--- config.mk ---
export PLATFORM = sky130hd
export DESIGN_NAME = encoder8to3_queue
export DESIGN_NICKNAME = d
export VERILOG_FILES = /design/src/rtl/minne_pkg.sv /design/src/rtl/pick_first8.sv /design/src/rtl/encoder8to3_queue.sv
export SDC_FILE = /design/constraint.sdc
export NUM_CORES = 1
export LEC_CHECK = 0
export ABC_AREA = 1
export BUFFER_PORTS_ARGS = -buffer_cell sky130_fd_sc_hd__buf_2
export CORE_ASPECT_RATIO = 0.7
export CORE_MARGIN = 10
export CORE_UTILIZATION = 48
export CTS_CLUSTER_SIZE = 28
export DETAILED_ROUTE_END_ITERATION = 16
export PLACE_DENSITY = 0.84
export RECOVER_POWER = 50
export SETUP_SLACK_MARGIN = 0.2
export SYNTH_ARGS = -nofsm -noshare
export SYNTH_HDL_FRONTEND = slang
export SYNTH_SLANG_ARGS = --single-unit
--- constraint.sdc ---
create_clock -name Clk -period 3.3 [get_ports Clk]
set_input_delay 0.495 -clock Clk [delete_from_list [all_inputs] [get_ports Clk]]
set_output_delay 0.495 -clock Clk [all_outputs]
set_load 0.01 [all_outputs]
--- src/rtl/minne_pkg.sv ---
// Shared constants and helpers for the minne row encoder queue.
package minne_pkg;

  localparam int N_REQ  = 8;
  localparam int ADDR_W = 3;
  localparam int CNT_W  = 4;

  localparam logic ST_IDLE  = 1'b0;
  localparam logic ST_OFFER = 1'b1;

  function automatic logic [CNT_W-1:0] popcount8(input logic [N_REQ-1:0] v);
    logic [CNT_W-1:0] n;
    n = '0;
    for (int i = 0; i < N_REQ; i++) n = n + CNT_W'(v[i]);
    return n;
  endfunction

endpackage

--- src/rtl/pick_first8.sv ---
// Combinational find-first-set over 8 request bits, searching upward from a
// start index with wrap-around.
module pick_first8
  import minne_pkg::*;
(
  input  logic [N_REQ-1:0]  req,
  input  logic [ADDR_W-1:0] start,
  output logic [ADDR_W-1:0] idx,
  output logic              found
);

  logic [2*N_REQ-1:0] dbl;
  logic [2*N_REQ-1:0] shifted;
  logic [N_REQ-1:0]   rot;

  // rot[i] is request (start + i) mod 8, so the lowest set bit of rot is the winner
  assign dbl     = {req, req};
  assign shifted = dbl >> start;
  assign rot     = shifted[N_REQ-1:0];

  always_comb begin
    // NOTE: every output gets a default before the loop so no latch is inferred.
    idx   = '0;
    found = 1'b0;
    for (int i = N_REQ - 1; i >= 0; i--) begin
      if (rot[i]) begin
        idx   = start + ADDR_W'(i);
        found = 1'b1;
      end
    end
  end

endmodule

--- src/rtl/encoder8to3_queue.sv ---
// Queues 8 row request lines as pending bits and serialises them as 3-bit row
// addresses over Valid/Ready. Define ENC_ROUND_ROBIN_EN for round-robin picking.
module encoder8to3_queue
  import minne_pkg::*;
(
  input  logic              Clk,
  input  logic              Rst_n,
  input  logic              Select,
  input  logic              Load,
  input  logic [N_REQ-1:0]  Z,
  input  logic              Clear,
  input  logic              Ready,
  output logic [ADDR_W-1:0] A,
  output logic              Valid,
  output logic [CNT_W-1:0]  Count,
  output logic              Overrun
);

  logic [N_REQ-1:0]  pend;
  logic [N_REQ-1:0]  pend_next;
  logic [N_REQ-1:0]  pop_mask;
  logic [N_REQ-1:0]  load_bits;
  logic              state;
  logic              pop;
  logic              hold;
  logic [ADDR_W-1:0] start;
  logic [ADDR_W-1:0] pick_idx;
  logic              pick_found;

  assign Valid     = (state == ST_OFFER);
  assign pop       = Valid & Ready;
  assign pop_mask  = pop ? (N_REQ'(1) << A) : '0;
  assign load_bits = (Load & Select) ? Z : '0;
  assign pend_next = Clear ? '0 : ((pend & ~pop_mask) | load_bits);
  // An offered address must not change under the consumer while it stalls
  assign hold      = Valid & ~Ready & ~Clear;

`ifdef ENC_ROUND_ROBIN_EN
  logic [ADDR_W-1:0] rr_ptr;
  logic [ADDR_W-1:0] rr_ptr_next;

  // rr_ptr holds the next search start, i.e. last popped row + 1
  assign rr_ptr_next = pop ? (A + ADDR_W'(1)) : rr_ptr;
  assign start       = rr_ptr_next;

  always_ff @(posedge Clk or negedge Rst_n) begin
    if (!Rst_n) rr_ptr <= '0;
    else        rr_ptr <= rr_ptr_next;
  end
`else
  assign start = '0;
`endif

  pick_first8 u_pick (
    .req   (pend_next),
    .start (start),
    .idx   (pick_idx),
    .found (pick_found)
  );

  always_ff @(posedge Clk or negedge Rst_n) begin
    if (!Rst_n) begin
      pend    <= '0;
      state   <= ST_IDLE;
      A       <= '0;
      Count   <= '0;
      Overrun <= 1'b0;
    end else begin
      // NOTE: state registers use non-blocking assignment so every flop samples pre-edge values.
      pend  <= pend_next;
      state <= (pend_next != '0) ? ST_OFFER : ST_IDLE;
      Count <= popcount8(pend_next);
      if (!hold) A <= pick_found ? pick_idx : '0;
      if (Clear)                                    Overrun <= 1'b0;
      else if ((load_bits & pend & ~pop_mask) != '0) Overrun <= 1'b1;
    end
  end

endmodule

Word-level counts from Yosys, hierarchy flattened
Cells that the tools add are included.
{"block": "totals", "elab_cells": 50, "n_memories": 0, "output_inout_bits": 9, "regBits": 17, "latchBits": 0, "mem_bits_ro": 0, "mem_bits_rw": 0}
{"block": "op_classes", "order_cmp": 0, "eq_ne": 0, "addsub": 7, "n_reduce_logical": 3, "shifts": 1, "n_mux": 23, "bitwise": 11, "div": 0, "n_mul": 0}
{"op": "$mux W3", "n": 9}
{"op": "$and A8 B8 Y8", "n": 3}
{"op": "$mux W8", "n": 3}
{"op": "$add A4 B1 Y4", "n": 4}
{"op": "$reduce_bool A8 Y1", "n": 2}
{"op": "$mux W1", "n": 11}
{"op": "$not A8 Y8", "n": 1}
{"op": "$or A8 B8 Y8", "n": 1}
{"op": "$shl A1 B3 Y8 const A", "n": 1}
{"op": "$add A3 B1 Y4", "n": 1}
{"op": "$and A1 B1 Y1", "n": 4}
{"op": "$add A2 B1 Y3", "n": 1}
{"op": "$add A1 B1 Y2", "n": 1}
{"op": "$not A1 Y1", "n": 2}
{"op": "$reduce_bool A2 Y1", "n": 1}

Depth between registers and ports, before layout
{"block": "depth", "word_depth": 15, "depth_mapped": 15, "depth_no_buf": 15}

Cells and area by module
A second synthesis with hierarchy kept.
{"block": "hier_totals", "cells_unflattened": 265, "hier_area_um2": 1742.9}
{"module": "encoder8to3_queue", "n_inst": 1, "seq_area_each_um2": 425.4, "cells_each": 140, "area_each_um2": 1053.5}
{"module": "pick_first8", "n_inst": 1, "seq_area_each_um2": 0.0, "cells_each": 125, "area_each_um2": 689.4}

Worst setup path after synthesis
No wires, ideal clock.
{"block": "synth_timing", "path_kind": "register to register", "from": "register A[2]", "to": "register Count[2]", "path_slack_ps": 6, "synth_period_minus_slack_ps": 3294, "arrival_ps": 3171, "stages_incl_launch_ff": 16, "required_ps": 3177, "cell_sequence": "dfrtp_1 > inv_1 > nand3_2 > o21ai_1 > nand2_1 > nand2_2 > inv_1 > fa_1 > inv_1 > fa_1 > fa_1 > inv_1 > ha_1 > inv_1 > fa_1 > xnor2_1"}
{"block": "synth_between", "elab_chain_cells": 13}
{"item": "start, declared", "line_no": "encoder8to3_queue.sv:13", "source": "output logic [ADDR_W-1:0] A,"}
{"item": "start signal, assigned", "line_no": "encoder8to3_queue.sv:73", "source": "if (!hold) A <= pick_found ? pick_idx : '0;"}
{"item": "$shl A1 B3 Y8", "line_no": "encoder8to3_queue.sv:32", "source": "assign pop_mask = pop ? (N_REQ'(1) << A) : '0;"}
{"item": "$mux W8", "line_no": "encoder8to3_queue.sv:32"}
{"item": "$not A8 Y8", "line_no": "encoder8to3_queue.sv:34", "source": "assign pend_next = Clear ? '0 : ((pend & ~pop_mask) | load_bits);"}
{"item": "$and A8 B8 Y8", "line_no": "encoder8to3_queue.sv:34"}
{"item": "$or A8 B8 Y8", "line_no": "encoder8to3_queue.sv:34"}
{"item": "$mux W8", "line_no": "encoder8to3_queue.sv:34"}
{"item": "via pend_next[1]", "line_no": "encoder8to3_queue.sv:20", "source": "logic [N_REQ-1:0] pend_next;"}
{"item": "$add A1 B1 Y2", "line_no": "minne_pkg.sv:14", "source": "for (int i = 0; i < N_REQ; i++) n = n + CNT_W'(v[i]);"}
{"item": "$add A2 B1 Y3", "line_no": "minne_pkg.sv:14"}
{"item": "$add A3 B1 Y4", "line_no": "minne_pkg.sv:14"}
{"item": "$add A4 B1 Y4 (4 in a row)", "line_no": "minne_pkg.sv:14"}
{"item": "end signal, assigned", "line_no": "encoder8to3_queue.sv:72", "source": "Count <= popcount8(pend_next);"}
{"item": "end, declared", "line_no": "encoder8to3_queue.sv:15", "source": "output logic [CNT_W-1:0] Count,"}
The timed path passes the listed nets, and every way through them passes these cells.
A chain may end at the register's enable or synchronous reset.

Worst setup path in the final report
{"block": "layout_timing", "from": "register A[2]", "to": "register Count[1]"}
Same word-level chain as after synthesis.

==> results by group <==
Status
  – Outcome: finished with violations
  – Failing checks: negative setup slack

Critical path
  – Required @ worst endpoint: 3530 ps
  – Slowest CP cell: fa_1
  – Setup CP Type: flip-flop to flip-flop
  – Critical Path Source Type: flip-flop
  – Crit-path max cell delay: approximately 530 ps
  – Maximum fanout along the worst path: 4
  – Worst path cell trace: inv_2, nand3_4, o21ai_2, nand2_1, nand2_2, inv_2, fa_1, inv_2, fa_1, fa_1, inv_2, ha_4, inv_2, fa_1, inv_1
  – CP dominant cell by count: inv_2
  – Setup crit end kind: flip-flop
  – Crit path max-delay family: adder cells
  – Buffer and inverter count on the worst path: 6
  – Crit path DAT: about 3600 ps

Route
  – Drt via density: 4.78
  – DRC: 0
  – Antenna viol nets, final: 0
  – Routed wire length: around 3.2 mm
  – First drt pass iteration count: 4
  – Iteration-0 DRC Markers: between 40 and 50
  – Wire length per cell: 15.3 microns
  – Vias: around 1000

Final layout
  – Share of layout cells above drive strength 1: 46.9%
  – Multi-input logic area: 591 sq um
  – Commonest non-fill, non-tap cell in the layout: nand2_1
  – Final Net Count: 198
  – # fillers: 177
  – Most frequent cells in the layout: nand2_1 (28), buf_2 (21), buf_4 (21), inv_1 (18), dfrtp_1 (15)
  – ANT cells: 0
  – Final std cells w/o fill: 207
  – Area growth from synthesis to layout: 35.4%
  – Register area: 428 sq um

Clock network
  – Clock latency on the worst-skew pair: ~310 ps
  – CTS hold repair buffers: 0
  – CTS tree: built
  – CTS clk-pin slew, worst paths: 120 ps
  – H-Tree Depth: 1
  – CTS sink count: 17
  – Root buffer cell: clkbuf_4
  – CTS Buf Count: 3
  – CTS max path bufs: 2

Global route
  – Initial antenna violation count: 0
  – Largest net degree at the start of global routing: 18
  – Vias in the first global route: 1037
  – First-pass GRT wire length: 4.99 mm
  – Gr ovfl total: 0
  – Gr usage total: 13.7%

Die
  – Initial Util: 50.6%
  – I/O pin cnt: 23
  – FP Rows: 14
  – Die Area: 0.00461 sq mm
  – Die Ht: between 50 and 60 microns
  – Core region area: 0.00215 sq mm
  – Die width: 77.0 microns

Timing
  – Setup violators final: 2
  – Fmax: 297 MHz
  – Hold WS: between 300 and 400 ps
  – Max-slew violations: 0
  – Final Hold Fails: 0
  – Final period util: 102%
  – Slew @ Worst Pin: a little under 1000 ps
  – Relative slew margins: 34.4%
  – Clock skew: approximately 11 ps
  – RSZ-0062 raised after global routing: true
  – Post-route worst setup slack: -69.3 ps
  – Final min period: 3370 ps

Placed design
  – Input/output buffers: 22
  – Inst Count DP: 198
  – Gpl congestion: 0.882
  – Post-DP HPWL: 2.45 mm

Run
  – Max-Cap Viols: 0

Yosys
  – Post-synthesis xor/xnor area fraction: 0.803%
  – Post-Syn Instances: 127
  – Largest family of logic cells by synthesized area: simple AND/OR/NAND/NOR gates
  – Post-synth cell types: 23
  – Syn Nets: 149
  – FF+latch count, synth: 17
  – Synth Area in Adders: 11.9%
  – Register area share after synthesis: 39.0%
  – Simple-Gate Fraction of Synth Area: 27.3%
  – Synth Cell Area: about 0.0011 sq mm
  – Syn_area_per_cell: around 8.6 sq um
  – Compound-cell area share of the yosys netlist: 10.8%
  – Synth warnings: 0
  – Mux contribution to synthesized area: 0%

Pwr
  – Peak VDD IR: 0.000239 V
  – Leakage: 0.829 nW
  – Final Power: about 600 uW
  – Power per Cell Area: 402 mW/mm^2

Min path
  – HP Class: primary input to asynchronous set/reset pin
-- kinds of logic after synthesis --
kind of cell | after synthesis
and+or+nand+nor | 56
buffers and inverters | 26
adders and majority gates | 8
xor gates and xnor gates | 1
DFF | 17
AOI/OAI and AO/OA | 19
-- final cells by class --
| class | count | area share, % |
|---|---|---|
| multi-input combinational | 84 | 40.0 |
| sequential | 17 | 29.0 |
| clock buffer | 3 | 1.52 |
| inverter | 26 | 7.54 |
| clock inverter | 1 | 0.508 |
| tap | 32 | 2.71 |
| timing repair buffer | 44 | 18.8 |
-- flip-flops by register name (all words and copies together) (netlist names) --
signal and cells:
A 3, Count 4, Overrun 1, Valid 1, pend 8
-- path summary, 6_finish.rpt --
path                       start  cells after the start  endpoint  slack [ps]
min in group Clk           Clear                      3   Overrun         520
setup reg to reg            A[2]                     15  Count[1]         -70
setup / recovery            A[2]                     15  Count[1]         -70
hold / removal             Rst_n                      1   pend[5]         300
hold reg to reg             A[0]                      2      A[0]         570
max in group asynchronous  Rst_n                      1      A[0]        2340
-- per-stage QoR --
| step | setup slack (ps) | instance area (sq um) | setup TNS [ps] | util [%] |
|---|---|---|---|---|
| 5_1_grt | -175 | 1480 | -344 | 68.6 |
| 2_1_floorplan | 34.1 | 1100 | 0 | - |
| 3_3_place_gp | -63.7 | 1380 | -126 | 63.9 |
| 3_5_place_dp | -224 | 1380 | -442 | 63.9 |
| 6_report | -69.3 | 1480 | -137 | 68.6 |
| 4_1_cts | -102 | 1440 | -200 | 67.0 |
-- cell usage after synthesis --
cell type | instances | area (sq um)
a21oi_1 | 4 | 20.0
a21oi_2 | 1 | 8.76
bufinv_8 | 1 | 17.5
dfrtp_1 | 17 | 425
fa_1 | 4 | 80.1
ha_1 | 4 | 50.1
inv_1 | 24 | 90.1
inv_2 | 1 | 3.75
nand2_1 | 28 | 105
nand2_2 | 6 | 37.5
nand2_4 | 3 | 33.8
nand3_1 | 3 | 15.0
nand3_2 | 2 | 20.0
nand3_4 | 1 | 17.5
nor2_1 | 7 | 26.3
nor2_2 | 1 | 6.26
nor2_4 | 1 | 11.3
nor3_1 | 3 | 15.0
nor3_2 | 1 | 10.0
o21ai_1 | 7 | 35.0
o21ai_2 | 4 | 35.0
o22ai_1 | 3 | 18.8
xnor2_1 | 1 | 8.76
-- layer usage --
layer | global-route usage (%) | vias up | part of all wire (%)
met4 | 5.70 | 0 | 2.2
met3 | 4.19 | 9 | 5.5
met5 | 0 | - | 0
li1 | - | 491 | -
met2 | 24.8 | 29 | 52
met1 | 15.0 | 461 | 41
-- timing repair --
action,4_1_cts,5_1_grt
pin swaps,3,3
cloned,0,0
gates resized for setup,5,6
endpoints found under the setup margin,3,3
setup buffers,3,2
-- report_power, final --
part	switching (mW)	total (mW)	internal, mW
clock network	0.0785	0.125	0.0464
registers	0.0142	0.246	0.232
logic	0.126	0.223	0.0971
(Power assumes the default switching activity.)
